### src/rtl/bitwise_pipe.sv
`default_nettype none
// ============================================================================
//  Module   : bitwise_pipe
//  Purpose  : Two-stage valid/ready pipeline computing AND/OR/XOR/NOR with an
//             optional chained accumulator operand, plus zero/parity flags.
//  Revision : 1.0
// ============================================================================
module bitwise_pipe #(
  parameter int WIDTH = 32
) (
  input  logic             clk,
  input  logic             rst_n,
  input  logic             in_valid,
  output logic             in_ready,
  input  logic [WIDTH-1:0] a,
  input  logic [WIDTH-1:0] b,
  input  logic [1:0]       op,
  input  logic             acc_en,
  input  logic             acc_clr,
  output logic             out_valid,
  input  logic             out_ready,
  output logic [WIDTH-1:0] result,
  output logic             zero,
  output logic             parity
);

  localparam logic [1:0] c_op_and = 2'b00;
  localparam logic [1:0] c_op_or  = 2'b01;
  localparam logic [1:0] c_op_xor = 2'b10;
  localparam logic [1:0] c_op_nor = 2'b11;

  logic             r_s1_valid;
  logic [WIDTH-1:0] r_a_s1;
  logic [WIDTH-1:0] r_b_s1;
  logic [1:0]       r_op_s1;
  logic             r_acc_en_s1;
  logic [WIDTH-1:0] r_acc;

  logic             r_s2_valid;
  logic [WIDTH-1:0] r_result;
  logic             r_zero;
  logic             r_parity;

  logic             w_s2_load;
  logic             w_in_xfer;
  logic [WIDTH-1:0] w_x;
  logic [WIDTH-1:0] w_res;

  // S1 may advance when S2 is empty or is being drained this same edge.
  assign w_s2_load = r_s1_valid && (!r_s2_valid || out_ready);
  assign in_ready  = !r_s1_valid || w_s2_load;
  assign w_in_xfer = in_valid && in_ready;

  assign w_x = r_acc_en_s1 ? r_acc : r_a_s1;

  always_comb begin
    w_res = '0;
    case (r_op_s1)
      c_op_and: w_res = w_x & r_b_s1;
      c_op_or:  w_res = w_x | r_b_s1;
      c_op_xor: w_res = w_x ^ r_b_s1;
      c_op_nor: w_res = ~(w_x | r_b_s1);
      default:  w_res = '0;
    endcase
  end

  always_ff @(posedge clk or negedge rst_n) begin
    if (!rst_n) begin
      r_s1_valid  <= 1'b0;
      r_a_s1      <= '0;
      r_b_s1      <= '0;
      r_op_s1     <= 2'b00;
      r_acc_en_s1 <= 1'b0;
    end else begin
      if (w_in_xfer) begin
        r_s1_valid  <= 1'b1;
        r_a_s1      <= a;
        r_b_s1      <= b;
        r_op_s1     <= op;
        r_acc_en_s1 <= acc_en;
      end else if (w_s2_load) begin
        r_s1_valid  <= 1'b0;
      end
    end
  end

  // Clear takes priority over a coincident write-back.
  always_ff @(posedge clk or negedge rst_n) begin
    if (!rst_n) begin
      r_acc <= '0;
    end else if (acc_clr) begin
      r_acc <= '0;
    end else if (w_s2_load && r_acc_en_s1) begin
      r_acc <= w_res;
    end
  end

  // Result registers deliberately keep their value once S2 drains.
  always_ff @(posedge clk or negedge rst_n) begin
    if (!rst_n) begin
      r_s2_valid <= 1'b0;
      r_result   <= '0;
      r_zero     <= 1'b1;
      r_parity   <= 1'b0;
    end else begin
      if (w_s2_load) begin
        r_s2_valid <= 1'b1;
        r_result   <= w_res;
        r_zero     <= (w_res == '0);
        r_parity   <= ^w_res;
      end else if (out_ready) begin
        r_s2_valid <= 1'b0;
      end
    end
  end

  assign out_valid = r_s2_valid;
  assign result    = r_result;
  assign zero      = r_zero;
  assign parity    = r_parity;

endmodule
`default_nettype wire

### config.mk
export PLATFORM = sky130hd
export DESIGN_NAME = bitwise_pipe
export DESIGN_NICKNAME = d
export VERILOG_FILES = /design/src/rtl/bitwise_pipe.sv
export SDC_FILE = /design/constraint.sdc
export NUM_CORES = 1
export LEC_CHECK = 0
export CAP_MARGIN = 20
export CORE_MARGIN = 2
export CORE_UTILIZATION = 45
export CTS_BUF_LIST = sky130_fd_sc_hd__clkbuf_8
export DETAILED_ROUTE_END_ITERATION = 10
export GPL_ROUTABILITY_DRIVEN = 0
export PLACE_DENSITY = 0.7
export SLEW_MARGIN = 20
export SYNTH_ARGS = -nofsm -noshare
export SYNTH_HDL_FRONTEND = slang
export SYNTH_SLANG_ARGS = --single-unit
### constraint.sdc
create_clock -name clk -period 7.79 [get_ports clk]
set_clock_uncertainty 0.1 [all_clocks]
set_input_delay 1.1685 -clock clk [delete_from_list [all_inputs] [get_ports clk]]
set_output_delay 1.1685 -clock clk [all_outputs]
set_load 0.1 [all_outputs]
==> flow_metrics.py, run 1 <==
metrics = {
    "cells_and_area": {
        "layout.nets": 999,
        "ff_latch_area_um2": 3383,
        "final_common_cell": "dfrtp_1",
        "final_cell_mix": "dfrtp_1, clkdlybuf4s50_1, nand2_1",
        "drive_above_1_share": 0.1495,
        "areaGrowthSynthToFinish_pct": 21.29,
        "nFillCells": 1532,
        "num_antenna_cells": 0,
        "multi_input_area_um2": 4096,
    },
    "critical_path": {
        "r2r-start": "r_acc_en_s1$_DFFE_PN0P_",
        "worstSetupStartpointType": "primary input",
        "path_max_fanout": 3,
        "crit_required_ps": 6520,
        "cp_top_family": "buffers and inverters",
        "reg2reg_to": "parity$_DFFE_PN0P_",
        "cp.buffers_inverters": 2,
        "r2r_slack_ps": 4220,
        "crit_path_end_kind": "output pin",
        "ff2ff_path_depth": 11,
        "crit_path_frequent_cell": "clkdlybuf4s50_1",
        "crit_type": "in2out",
        "critPathArrivalTime_ps": 2970,
        "crit_path_top_delay_cell": "clkdlybuf4s50_1",
        "cp_cell_sequence": "clkdlybuf4s50_1 -> nand3b_1 -> clkdlybuf4s50_1",
        "critical_path.max_stage_delay_ps": 1170,
    },
    "pwr": {
        "power_frac_comb": 0.457,
        "seqPwrFrac": 0.309,
        "switching_power_mw": 1.277,
        "irDropWorstVdd_mv": 0.2318,
        "p_int_mw": 1.674,
        "power_frac_clock": 0.234,
        "switching_share": 0.4328,
        "powerDensity_nw_per_um2": 307.6,
        "p_leak_nw": 4.606,
    },
    "worst_hold_path": {
        "whs_endpoint": "r_acc[17]$_DFFE_PN0P_",
        "worstHoldStart": "r_acc[17]$_DFFE_PN0P_",
        "holdCritPathClass": "reg2reg",
        "whs_path_depth": 2,
    },
    "cts": {
        "numCtsBuffers": 17,
        "post_cts_buffers": 0,
        "cts_sinks": 135,
        "cts_max_level": 4,
        "clk_pin_slew_ps": 80,
        "ctsResizeCount": 0,
        "clk_latency_ps": 460,
        "clock_path_buffers": 2,
        "tritoncts": "done",
        "cts-root-buf": "clkbuf_8",
        "holdBufCountCts": 0,
    },
    "sta": {
        "finalCritPeriodShare": 0.5444,
        "tns_ps": 0,
        "relSlewSlack": 0.3122,
        "final_max_slew_viol_count": 0,
        "rsz0062_at_grt": "no",
        "whs_ps": 384.8,
        "finalHoldViolations": 0,
        "tightest_slew_ps": 1028,
        "finalCriticalPeriod_ps": 4241,
        "finalSetupViolCount": 0,
        "max_freq_mhz": 235.8,
    },
    "floorplanning": {
        "num_io_pins": 108,
        "initial_utilization": 0.4588,
        "chipHeight_um": 136.6,
        "row_count": 48,
        "die_area_um2": 18650,
        "core-area_um2": 17240,
        "die_x_um": 136.6,
    },
    "route": {
        "drt_wl_total_mm": 17.23,
        "first_iter_violations": 233,
        "vias": 5780,
        "first_pass_iters": 5,
        "detail-route-antenna-nets": 0,
        "viasPerCell": 5.250,
        "wl_per_cell_um": 15.65,
        "drc": 0,
    },
    "yosys": {
        "yosys_warnings": 0,
        "synth_nets": 908,
        "syn-instance-count": 772,
        "ys_seq_area_frac": 0.4273,
        "ys_ff_latch": 135,
        "synth_area_per_cell_um2": 10.24,
        "syn-cell-area_um2": 7909,
        "ys.flop_type": "dfrtp_1",
        "synth_edf_count": 0,
        "async_flop_share": 1.000,
        "synthDistinctLibCells": 34,
    },
    "global_route": {
        "grt_max_degree": 76,
        "grt_usage": 0.1953,
        "grt_pass1_vias": 5716,
        "grt-ovfl-total": 0,
        "grt_pass1_wl_mm": 28.35,
        "antenna_found_initial": 0,
    },
    "place": {
        "dp_hpwl_mm": 11.12,
        "numPortBuffers": 107,
    },
    "job": {
        "drv_cap": 0,
    },
    "run_status": {
        "status": "finished, final reports clean",
    },
}
[registers in the layout (all words and copies together), names as in the netlist]
name and count:
zero 1, r_op_s1 2, r_a_s1 32, out_valid 1
r_acc 32, r_s1_valid 1, r_b_s1 32, parity 1
r_acc_en_s1 1, result 32
[routing by layer]
| layer | vias to the layer above | wire, µm | GRT usage |
|---|---|---|---|
| met5 | - | 0 | 0 |
| met4 | 0 | 265 | 0.06019 |
| met3 | 22 | 666 | 0.04519 |
| met2 | 102 | 7983 | 0.3186 |
| met1 | 2780 | 8314 | 0.2585 |
| li1 | 2876 | - | - |
[area by class of cell]
class / instances / share of cell area
multi-input cells: 531 / 0.4270
flip-flops and latches: 135 / 0.3527
repair buffers: 113 / 0.1165
well taps: 225 / 0.02935
clock buffers: 18 / 0.02583
inverters: 65 / 0.02543
clock inverters: 14 / 0.02322
[how the worst max path moves through the flow]
stage,startpoint,cells past startpoint,to
6_report,out_ready,3,in_ready
5_1_grt,out_ready,3,in_ready
4_1_cts,out_ready,3,in_ready
3_5_place_dp,out_ready,3,in_ready
3_3_place_gp,out_ready,3,in_ready
2_1_floorplan,out_ready,5,r_a_s1[0]$_DFFE_PN0P_
[per-stage QoR]
step                      power, mW  setup WS (ps)  instances  utilization  instance area (µm²)
after detailed placement      2.276           3571       1069       0.5290                 9117
after global routing          3.126           3511       1101       0.5565                 9593
final                         2.951           3549       1101       0.5565                 9593
after CTS                     2.980           3565       1101       0.5563                 9588
after global placement        2.255           3589       1069       0.5290                 9117
after floorplan               1.953           4088        772            -                 7909
[cell usage after synthesis, drive strengths merged, types with 15 or more instances]
library cell  number  area (µm²)
nor2              43       161.4
o211a             16       160.2
dfrtp            134        3353
a211o             31       271.5
mux2i             40       400.4
a211oi            32       260.3
ha                64       800.8
mux2              72       810.8
nand2             78       292.8
inv               65       244.0
o21ai             72       360.3
nor2b             31       193.9
clkbuf            29       108.9
o211ai            15       112.6
[cell families (layout without fill, tap and decap cells)]
logic type,after synthesis,count (layout),synth area share
AO/OA/AOI/OAI,180,180,0.1615
AND/OR/NAND/NOR,175,175,0.1003
multiplexers,112,112,0.1531
flip-flops,135,135,0.4273
buffers and inverters,106,210,0.05648
adder cells (fa/ha/maj),64,64,0.1013
[worst register-to-register path: cells and delay by family, from the launching register on]
kind            cells  cell delay (ps)
mux                 1              320
fa+ha+maj           1              270
simple gates        1              100
buf+inv             1              540
flops               1              340
compound gates      7             1780
[power groups by stage]
stage	sequential, mW	clock [mW]	combinational, mW
floorplan	1.33	0	0.624
global placement	0.923	0	1.33
detailed placement	0.926	0	1.35
CTS	0.914	0.709	1.36
global route	0.928	0.733	1.46
finish	0.912	0.691	1.35
Power figures use the tool's default switching activity.
==> run 2: changes to the inputs <==
==> constraint.sdc (replaced) <==
create_clock -name clk -period 4.3 [get_ports clk]
set_clock_uncertainty 0.1 [all_clocks]
set_input_delay 0.645 -clock clk [delete_from_list [all_inputs] [get_ports clk]]
set_output_delay 0.645 -clock clk [all_outputs]
set_load 0.1 [all_outputs]
==> flow_metrics.py, run 2 (synthesis results as in run 1) <==
metrics = {
    "run_status": {
        "status": "finished, final reports clean",
    },
    "global_route": {
        "use_met2": 0.3197,
        "grt_max_degree": 81,
        "antenna_found_initial": 0,
        "grt-ovfl-total": 0,
        "grt_usage": 0.1987,
        "grt_use_met1": 0.2664,
        "grt_pass1_wl_mm": 28.69,
        "grt-busiest-layer": "met2",
        "use_met3": 0.04667,
        "grt_pass1_vias": 5843,
    },
    "cts": {
        "clk_pin_slew_ps": 90,
        "clock_path_buffers": 2,
        "numCtsBuffers": 17,
        "cts_sinks": 135,
        "cts-root-buf": "clkbuf_8",
        "ctsResizeCount": 0,
        "cts_max_level": 4,
        "tritoncts": "done",
        "post_cts_buffers": 0,
        "holdBufCountCts": 0,
        "clk_latency_ps": 470,
    },
    "sta": {
        "final_max_slew_viol_count": 0,
        "finalCriticalPeriod_ps": 3896,
        "max_freq_mhz": 256.6,
        "finalSetupViolCount": 0,
        "finalHoldViolations": 0,
        "finalCritPeriodShare": 0.9061,
        "whs_ps": 114.6,
        "relSlewSlack": 0.3081,
        "tns_ps": 0,
        "rsz0062_at_grt": "no",
        "tightest_slew_ps": 1035,
    },
    "critical_path": {
        "crit_path_end_kind": "flop",
        "cp_cell_sequence": "buf_4 -> mux2i_1 -> ha_1 -> nor2_1 -> o21ai_0 -> a211o_1 -> a211o_1 -> a211o_1 -> a211oi_2 -> a211oi_2 -> o31ai_2",
        "path_max_fanout": 25,
        "crit_type": "reg2reg",
        "critPathArrivalTime_ps": 4180,
        "crit_required_ps": 4580,
        "worstSetupStartpointType": "flop",
        "critical_path.max_stage_delay_ps": 940,
        "crit_path_top_delay_cell": "dfrtp_2",
        "crit_path_frequent_cell": "a211o_1",
    },
    "route": {
        "drc": 0,
        "first_pass_iters": 4,
        "viasPerCell": 5.312,
        "detail-route-antenna-nets": 0,
        "drt_wl_total_mm": 17.59,
        "first_iter_violations": 289,
        "vias": 5870,
        "wl_per_cell_um": 15.92,
    },
    "cells_and_area": {
        "layout.nets": 1003,
        "design_area_um2": 9656,
        "ff_latch_area_um2": 3383,
        "areaGrowthSynthToFinish_pct": 22.09,
        "drive_above_1_share": 0.1545,
        "final_common_cell": "dfrtp_1",
        "final_cell_mix": "dfrtp_1, clkdlybuf4s50_1, nand2_1",
        "nFillCells": 1528,
        "num_antenna_cells": 0,
        "multi_input_area_um2": 4091,
    },
    "floorplanning": {
        "die_area_um2": 18650,
        "die_x_um": 136.6,
        "core-area_um2": 17240,
        "num_io_pins": 108,
        "initial_utilization": 0.4588,
        "chipHeight_um": 136.6,
        "row_count": 48,
    },
    "pwr": {
        "powerDensity_nw_per_um2": 562.4,
        "fin_total_pwr_mw": 5.430,
        "p_leak_nw": 4.638,
        "irDropWorstVdd_mv": 0.4196,
    },
    "place": {
        "placed_area_um2": 9138,
        "dp_hpwl_mm": 11.97,
        "numPortBuffers": 107,
    },
    "worst_hold_path": {
        "holdCritPathClass": "in2async",
    },
    "job": {
        "drv_cap": 0,
    },
}
run 2: changes by cell type in the layout (fill, tap and decap cells not counted), sizes merged:
cell / change
buf: +5
clkinv: -4
inv: +2
bufinv: +1
clkdlybuf4s50: -1
clkinvlp: +1
run 2: area by class of cell:
cell class              count  area share
clock buffers              18     0.02566
clock inverters            14     0.02514
inverters                  65     0.02527
multi-input cells         531      0.4237
flip-flops and latches    135      0.3504
well taps                 225     0.02916
repair buffers            117      0.1206
run 2: worst paths after layout:
kind	startpoint	endpoint	slack [ps]	depth (start not counted)
worst min-delay path	rst_n	r_a_s1[28]$_DFFE_PN0P_	110	1
worst max register to register	r_acc_en_s1$_DFFE_PN0P_	parity$_DFFE_PN0P_	400	11
worst max-delay path	r_acc_en_s1$_DFFE_PN0P_	parity$_DFFE_PN0P_	400	11
worst min register to register	result[0]$_DFFE_PN0P_	result[0]$_DFFE_PN0P_	380	2
max in group asynchronous	rst_n	r_a_s1[10]$_DFFE_PN0P_	3060	2
min in group clk	result[0]$_DFFE_PN0P_	result[0]$_DFFE_PN0P_	380	2
run 2: power by group:
group / internal (mW) / switching, mW / total, mW / leakage (nW)
clock network: 0.770 / 0.543 / 1.31 / 0.237
registers: 1.50 / 0.186 / 1.68 / 1.65
logic: 0.831 / 1.60 / 2.43 / 2.75
run 2: metrics by stage:
step,util,worst slack [ps],cells
2_1_floorplan,-,665.9,772
3_3_place_gp,0.5301,560.7,1072
3_5_place_dp,0.5301,462.0,1072
4_1_cts,0.5586,436.3,1104
5_1_grt,0.5602,202.3,1105
6_report,0.5602,403.6,1105
run 2: critical path: cells and delay by family, from the launching register on:
family / cells / cell delay (ps)
adders and majority gates: 1 / 270
muxes: 1 / 290
buffers and inverters: 1 / 380
AOI/OAI and AO/OA: 7 / 1710
DFF: 1 / 940
and+or+nand+nor: 1 / 110
run 2: metal layers:
metal	routed length (µm)	up-vias
li1	-	2881
met1	8318	2841
met2	8222	131
met3	797	17
met4	255	0
met5	0	-
